[src/rtl/step_clk_ctrl.sv]
// Button-driven CPU clock-enable generator: synchronises and debounces a step
// and a run/step toggle button, then issues single-cycle cpu_en pulses.
module step_clk_ctrl #(
    parameter int DEBOUNCE_CYCLES = 500000,
    parameter int CNT_W           = 20,
    parameter int AUTO_DIV        = 24
) (
    input  logic        clk,
    input  logic        clr,
    input  logic        btn_step,
    input  logic        btn_run,
    input  logic        halt,
    output logic        cpu_en,
    output logic        run_mode,
    output logic [15:0] en_count
);

    typedef enum logic {
        ST_STEP = 1'b0,
        ST_RUN  = 1'b1
    } mode_t;

    localparam logic [CNT_W-1:0] DB_LAST = CNT_W'(DEBOUNCE_CYCLES - 1);

    // Bit 0 carries the step button, bit 1 the run/step toggle button.
    logic [1:0]          w_btn;
    logic [1:0]          r_s1;
    logic [1:0]          r_s2;
    logic [1:0]          r_db;
    logic [1:0]          r_db_q;
    logic [CNT_W-1:0]    r_cnt [2];
    logic [1:0]          w_press;
    logic                w_step_press;
    logic                w_run_press;

    mode_t               r_state;
    logic [AUTO_DIV-1:0] r_div;
    logic                w_tick;
    logic                r_cpu_en;
    logic [15:0]         r_en_count;

    assign w_btn        = {btn_run, btn_step};
    assign w_press      = r_db & ~r_db_q;
    assign w_step_press = w_press[0];
    assign w_run_press  = w_press[1];
    assign w_tick       = (r_state == ST_RUN) && (&r_div);

    // Debounced level moves only after DEBOUNCE_CYCLES consecutive disagreeing samples.
    always_ff @(posedge clk or negedge clr) begin
        if (!clr) begin
            r_s1     <= '0;
            r_s2     <= '0;
            r_db     <= '0;
            r_db_q   <= '0;
            r_cnt[0] <= '0;
            r_cnt[1] <= '0;
        end else begin
            r_s1   <= w_btn;
            r_s2   <= r_s1;
            r_db_q <= r_db;
            for (int i = 0; i < 2; i++) begin
                if (r_s2[i] == r_db[i]) begin
                    r_cnt[i] <= '0;
                end else if (r_cnt[i] == DB_LAST) begin
                    r_db[i]  <= r_s2[i];
                    r_cnt[i] <= '0;
                end else begin
                    r_cnt[i] <= r_cnt[i] + CNT_W'(1);
                end
            end
        end
    end

    // cpu_en is decided from the current mode, so a step press landing on the
    // STEP->RUN edge is still honoured; halt wins over a run press.
    always_ff @(posedge clk or negedge clr) begin
        if (!clr) begin
            r_state    <= ST_STEP;
            r_div      <= '0;
            r_cpu_en   <= 1'b0;
            r_en_count <= '0;
        end else begin
            case (r_state)
                ST_STEP: begin
                    r_cpu_en <= w_step_press & ~halt;
                    if (w_run_press && !halt) begin
                        r_state <= ST_RUN;
                    end
                end
                ST_RUN: begin
                    r_cpu_en <= w_tick & ~halt;
                    if (w_run_press || halt) begin
                        r_state <= ST_STEP;
                    end
                end
                default: begin
                    r_cpu_en <= 1'b0;
                    r_state  <= ST_STEP;
                end
            endcase

            // The divider restarts on every mode change so the first tick is a full period away.
            if (r_state == ST_RUN && !(w_run_press || halt)) begin
                r_div <= r_div + AUTO_DIV'(1);
            end else begin
                r_div <= '0;
            end

            if (r_cpu_en) begin
                r_en_count <= r_en_count + 16'd1;
            end
        end
    end

    assign cpu_en   = r_cpu_en;
    assign run_mode = (r_state == ST_RUN);
    assign en_count = r_en_count;

endmodule

[config.mk]
export PLATFORM = sky130hd
export DESIGN_NAME = step_clk_ctrl
export DESIGN_NICKNAME = d
export VERILOG_FILES = /design/src/rtl/step_clk_ctrl.sv
export SDC_FILE = /design/constraint.sdc
export NUM_CORES = 1
export LEC_CHECK = 0
export CORE_MARGIN = 5
export CORE_UTILIZATION = 54
export CTS_CLUSTER_SIZE = 20
export DETAILED_ROUTE_END_ITERATION = 8
export PLACE_DENSITY = 0.76
export SLEW_MARGIN = 20
export SYNTH_ARGS = -nofsm -noshare
export SYNTH_HDL_FRONTEND = slang
export SYNTH_SLANG_ARGS = --single-unit
[constraint.sdc]
create_clock -name clk -period 1.8 [get_ports clk]
set_input_delay 0.18 -clock clk [delete_from_list [all_inputs] [get_ports clk]]
set_output_delay 0.18 -clock clk [all_outputs]
set_load 0.02 [all_outputs]
==> results.sh, run 1 <==
export IMPL_synth_area_per_cell_sq_um=10.2
export IMPL_reg2reg_depth=5
export IMPL_synth_top_area_cell="dfrtp_1"
export IMPL_rsz0062_at_grt="yes"
export IMPL_diodes=0
export IMPL_gr_total_overflow=0
export IMPL_clk_pin_slew_worst_paths_ps=90
export IMPL_holdCritPathClass="input pin to flip-flop"
export IMPL_drive_gt1_share_pct=21.6
export IMPL_grt_pass1_wl_um=14700
export IMPL_grt_pass1_vias=3282
export IMPL_startpoint_type="flip-flop"
export IMPL_clk_latency_ps=360
export IMPL_finalSetupTns_ps=-5.51
export IMPL_fin_nets=499
export IMPL_yosys_top_cells_area="dfrtp_1 54%, xnor2_1 8.3%, nor2_1 4.7%, xor2_1 4.2%, nand3_1 3.0%"
export IMPL_yosysWarnings=0
export IMPL_core_area_sq_um=7650
export IMPL_synth_cells=413
export IMPL_hold_violations=0
export IMPL_p_leak_nw=2.13
export IMPL_areaGrowthSynthToFinish_pct=25.1
export IMPL_nFillCells=570
export IMPL_io_pins=23
export IMPL_wl_per_cell_um=14.4
export IMPL_root_buffer="clkbuf_8"
export IMPL_yosysTopAreaCellShare_pct=53.6
export IMPL_fin_ws_ps=-5.51
export IMPL_row_count=32
export IMPL_drt_pass1_iterations=5
export IMPL_gp_congestion=0.875
export IMPL_drtIter0Drc=163
export IMPL_start_util_pct=55.0
export IMPL_wirelength_um=8600
export IMPL_ant_nets=0
export IMPL_timing_hold_ws_ps=249
export IMPL_via_per_inst=5.56
export IMPL_drv_cap=0
export IMPL_netlist_area_sq_um=4210
export IMPL_htree_levels=3
export IMPL_arrival_ps=2040
export IMPL_io_buffers=22
export IMPL_violations="negative setup slack"
export IMPL_report_final_slew_viol_count=0
export IMPL_setup_worst_path_start="r_div[1]$_DFF_PN0_"
export IMPL_fp_dieArea_sq_um=9650
export IMPL_synth_seq_area_share_pct=53.6
export IMPL_grt_usage_pct=18.2
export IMPL_period_needed_ps=1810
export IMPL_synth_seq_cells=90
export IMPL_critPathKind="flip-flop to flip-flop"
export IMPL_required_ps=2030
export IMPL_clkSinkCount=90
export IMPL_synth_nets=422
export IMPL_r2r_start="r_div[1]$_DFF_PN0_"
export IMPL_powerDensity_nw_per_um2=676
export IMPL_ys_types=33
export IMPL_antenna_found_initial=0
export IMPL_cp_end_kind="flip-flop"
export IMPL_fin_skew_ps=14.4
export IMPL_final_util_pct=68.8
export IMPL_hp_start="btn_run"
export IMPL_fp_dieW_um=98.2
export IMPL_cts_tree="built"
export IMPL_vias=3321
export IMPL_slew_headroom_pct=64.9
export IMPL_setup_viol=1
export IMPL_worst_pin_slew_ps=527
export IMPL_crit_fanout=4
export IMPL_status="finished, violations left"
export IMPL_clockBufferDepth=2
export IMPL_grt_max_degree=50
export IMPL_drc_errors=0
export IMPL_timing_final_crit_share_pct=100
export IMPL_hold_path_depth=1
export IMPL_fmax_mhz=554
export IMPL_die_h_um=98.2
export IMPL_peakVddDrop_uv=424
export IMPL_hpwl_um=5720
export IMPL_cts_buffers=9
==> state kept, by name (all words and copies together), names as in the netlist <==
| register | flops |
|---|---|
| r_cnt | 40 |
| r_div | 24 |
| en_count | 16 |
| r_db | 2 |
| r_db_q | 2 |
| r_s1 | 2 |
| r_s2 | 2 |
| cpu_en | 1 |
| run_mode | 1 |
==> Yosys cell counts <==
master	count
nand2_1	28
xor2_1	20
clkbuf_1	6
nor3_1	11
xnor2_1	40
o41ai_2	1
nor3b_1	1
o31ai_1	5
and3_1	4
inv_1	12
or3b_2	2
mux2_1	1
or3_1	17
mux2_2	2
ha_1	4
o21ai_0	11
nand3_1	25
and4_2	1
dfrtp_1	90
nor4_1	17
o31ai_2	1
and4_1	2
a21oi_1	17
nor4b_1	2
nand4_1	19
nor2_1	53
buf_2	4
or2_2	2
nand3_2	1
and2_1	2
nand4_2	3
nor2b_1	1
or4_1	8
==> critical path, stage by stage (launching register included) <==
cell,delay [ps]
dfrtp_1,410
ha_4,170
nand4_4,80
or4_2,730
o21ai_0,200
a21oi_1,80
==> what timing repair did <==
item	CTS	global route
pin swaps	0	12
setup buffers	0	12
resized for setup	4	28
endpoints found under the hold margin	25	0
setup endpoints to repair	6	30
hold buffers	1	0
gates cloned	0	1
==> power by group <==
part | internal, mW | leakage [nW] | switching (mW)
Combinational | 0.0516 | 0.811 | 0.0775
Sequential | 2.04 | 1.23 | 0.0165
Clock | 0.648 | 0.0971 | 0.728
Total | 2.74 | 2.13 | 0.822
==> worst paths after layout <==
path,endpoint,slack (ps)
worst max-delay path,r_div[16]$_DFF_PN0_,-6
worst min-delay path,r_s1[1]$_DFF_PN0_,250
worst max register to register,r_div[16]$_DFF_PN0_,-6
worst min register to register,r_s2[0]$_DFF_PN0_,350
max in group asynchronous,r_cnt[23]$_DFF_PN0_,940
min in group asynchronous,r_div[7]$_DFF_PN0_,270
==> through the flow <==
| step | instances | power [mW] | instance area (sq um) | setup WS, ps |
|---|---|---|---|---|
| 2_1_floorplan | 413 | 2.13 | 4250 | -39.8 |
| 3_3_place_gp | 567 | 2.21 | 4860 | 11.0 |
| 3_5_place_dp | 567 | 2.21 | 4860 | -27.3 |
| 4_1_cts | 584 | 3.58 | 5070 | 8.12 |
| 5_1_grt | 597 | 3.69 | 5260 | -76.3 |
| 6_report | 597 | 3.56 | 5260 | -5.51 |
==> layer usage <==
metal | vias up | routed length [um] | share of wire (%) | global-route usage (%)
met5 | - | 0 | 0 | 0
met1 | 1631 | 3830 | 45 | 23.0
met2 | 56 | 4320 | 50 | 31.2
li1 | 1616 | - | - | -
met3 | 18 | 273 | 3.2 | 3.00
met4 | 0 | 178 | 2.1 | 7.35
==> cells by family after synthesis <==
logic type      Yosys count  share of synthesized area (%)
simple gates            199                           25.0
flops                    90                           53.6
xor+xnor                 60                           12.5
compound gates           35                           4.91
buf+inv                  22                           2.08
fa+ha+maj                 4                           1.19
mux                       3                          0.803
==> layout by cell type, fill, tap and decap left out, types with 3 or more instances in the layout <==
cell type,netlist,layout
or3_1,17,13
dfrtp_2,0,9
a21oi_2,0,4
clkbuf_8,0,9
inv_1,12,12
dfrtp_1,90,81
nand2_1,28,28
nor4_1,17,17
nand4_1,19,19
nor3_1,11,11
o21ai_1,0,4
nand3_1,25,25
nand4_4,0,3
or3_4,0,4
o31ai_1,5,5
nor2_1,53,53
xnor2_1,40,40
o21ai_0,11,6
or4_4,0,4
a21oi_1,17,13
or4_1,8,4
xor2_1,20,20
and3_1,4,4
buf_4,0,51
clkdlybuf4s50_1,0,21
==> area by class of cell <==
cell class / instances / area [sq um] / share of cell area [%]
well taps: 102 / 128 / 2.43
inverters: 12 / 45.0 / 0.856
flip-flops and latches: 90 / 2260 / 43.0
clock inverters: 6 / 65.1 / 1.24
multi-input cells: 302 / 2000 / 38.0
repair buffers: 75 / 634 / 12.1
clock buffers: 10 / 128 / 2.43
No activity file was read; power rests on OpenSTA's default activity.
==> run 2, diff against run 1 <==
CORE_UTILIZATION = 55   (was 54)
PLACE_DENSITY = 0.74   (was 0.76)
clock period = 2.23 ns   (was 1.8 ns; I/O delays follow)
==> results.sh, run 2 (synthesis results as in run 1) <==
export IMPL_required_ps=2500
export IMPL_cts_buffers=9
export IMPL_wl_met1_um=3600
export IMPL_arrival_ps=2330
export IMPL_postCtsHoldBufs=1
export IMPL_via_per_inst=5.46
export IMPL_vias=3005
export IMPL_wirelength_um=7370
export IMPL_wl_met2_um=3440
export IMPL_fin_skew_ps=16.3
export IMPL_setup_viol=0
export IMPL_fin_nets=455
export IMPL_row_count=31
export IMPL_powerDensity_nw_per_um2=573
export IMPL_drc_errors=0
export IMPL_clk_pin_slew_worst_paths_ps=90
export IMPL_status="completed"
export IMPL_grt_pass1_wl_um=13500
export IMPL_mostFrequentLayoutCells="90 x dfrtp_1, 53 x nor2_1, 40 x xnor2_1"
export IMPL_start_util_pct=57.4
export IMPL_clkSinkCount=90
export IMPL_largest_reg_flops=40
export IMPL_startpoint_type="flip-flop"
export IMPL_cp_end_kind="flip-flop"
export IMPL_cpPeakStageDelay_ps=670
export IMPL_hold_violations=0
export IMPL_die_h_um=97.4
export IMPL_clk_latency_ps=350
export IMPL_rsz0062_at_grt="no"
export IMPL_io_buffers=22
export IMPL_hpwl_um=5290
export IMPL_critPathKind="flip-flop to flip-flop"
export IMPL_final_cells=550
export IMPL_regMostFlops="r_cnt"
export IMPL_peakVddDrop_uv=396
export IMPL_worst_pin_slew_ps=682
export IMPL_fp_dieArea_sq_um=9490
export IMPL_finalSetupTns_ps=0
export IMPL_io_pins=23
export IMPL_fp_dieW_um=97.4
export IMPL_timing_final_crit_share_pct=92.5
export IMPL_timing_hold_ws_ps=315
export IMPL_fmax_mhz=485
export IMPL_cts_repair_resized=0
export IMPL_finalPower_mw=2.73
export IMPL_nFillCells=596
export IMPL_grt_usage_pct=16.9
export IMPL_p_leak_nw=1.89
export IMPL_highest_layer="met4"
export IMPL_wl_met3_um=189
export IMPL_placed_cell_area_sq_um=4580
export IMPL_gr_total_overflow=0
export IMPL_drv_cap=0
export IMPL_cts_setup_buffers=0
export IMPL_root_buffer="clkbuf_8"
export IMPL_period_needed_ps=2060
export IMPL_crit_fanout=9
export IMPL_critical_path_slowest_cell="or4_1"
export IMPL_drt_pass1_iterations=4
export IMPL_critPathBufInv=0
export IMPL_placed_cells=533
export IMPL_cpLargestDelayFamily="simple AND/OR/NAND/NOR gates"
export IMPL_report_final_slew_viol_count=0
export IMPL_gp_congestion=0.854
export IMPL_slew_headroom_pct=54.6
export IMPL_grt_max_degree=56
export IMPL_drtIter0Drc=122
export IMPL_wl_per_cell_um=13.4
export IMPL_diodes=0
export IMPL_grt_pass1_vias=3001
export IMPL_ant_nets=0
export IMPL_areaGrowthSynthToFinish_pct=13.4
export IMPL_holdCritPathClass="input pin to flip-flop"
export IMPL_drive_gt1_share_pct=8.20
export IMPL_antenna_found_initial=0
export IMPL_final_common_cell="dfrtp_1"
export IMPL_clockBufferDepth=2
export IMPL_cts_tree="built"
export IMPL_htree_levels=3
export IMPL_cp_cell_sequence="ha_1 > nand4_2 > or4_1 > or3_1 > a21oi_1"
export IMPL_core_area_sq_um=7330
export IMPL_final_area_sq_um=4770
==> run 2: cell count changes in the layout (fill, tap and decap cells not counted), moves of 5 or more <==
cell / before / now
dfrtp_1: 81 / 90
buf_4: 51 / 9
o21ai_0: 6 / 11
dfrtp_2: 9 / 0
==> run 2: path summary, 6_finish.rpt <==
| check | start | end | slack (ps) | depth (start not counted) |
|---|---|---|---|---|
| min | btn_run | r_s1[1]$_DFF_PN0_ | 320 | 1 |
| max reg2reg | r_div[0]$_DFF_PN0_ | r_div[20]$_DFF_PN0_ | 170 | 5 |
| min reg2reg | r_s1[1]$_DFF_PN0_ | r_s2[1]$_DFF_PN0_ | 350 | 0 |
| max in group asynchronous | clr | r_cnt[1]$_DFF_PN0_ | 1110 | 3 |
| min in group asynchronous | clr | en_count[10]$_DFFE_PN0P_ | 460 | 2 |
| max | r_div[0]$_DFF_PN0_ | r_div[20]$_DFF_PN0_ | 170 | 5 |
==> run 2: layer usage <==
layer | up-vias | GRT usage (%)
met5 | - | 0
met2 | 31 | 27.1
met4 | 0 | 7.03
li1 | 1523 | -
met1 | 1438 | 22.6
met3 | 13 | 3.09
==> run 2: final cells by class <==
type                    instances  area, sq um  share of cell area, %
clock buffers                  12          145                   3.04
clock inverters                 4         27.5                  0.577
inverters                      12         45.0                  0.945
multi-input cells             301         1870                   39.1
flip-flops and latches         90         2250                   47.2
well taps                      99          124                   2.60
repair buffers                 32          308                   6.46
==> run 2: where the power goes <==
group	switching, mW	total [mW]	internal (mW)
Clock	0.556	0.991	0.435
Combinational	0.0539	0.0830	0.0291
Sequential	0.0135	1.66	1.64
==> run 2: per-stage QoR <==
step	setup slack (ps)	util, %
after global placement	235	62.5
after detailed placement	173	62.5
final	168	65.0
after global routing	23.4	65.0
after CTS	162	65.0
after floorplan	308	-
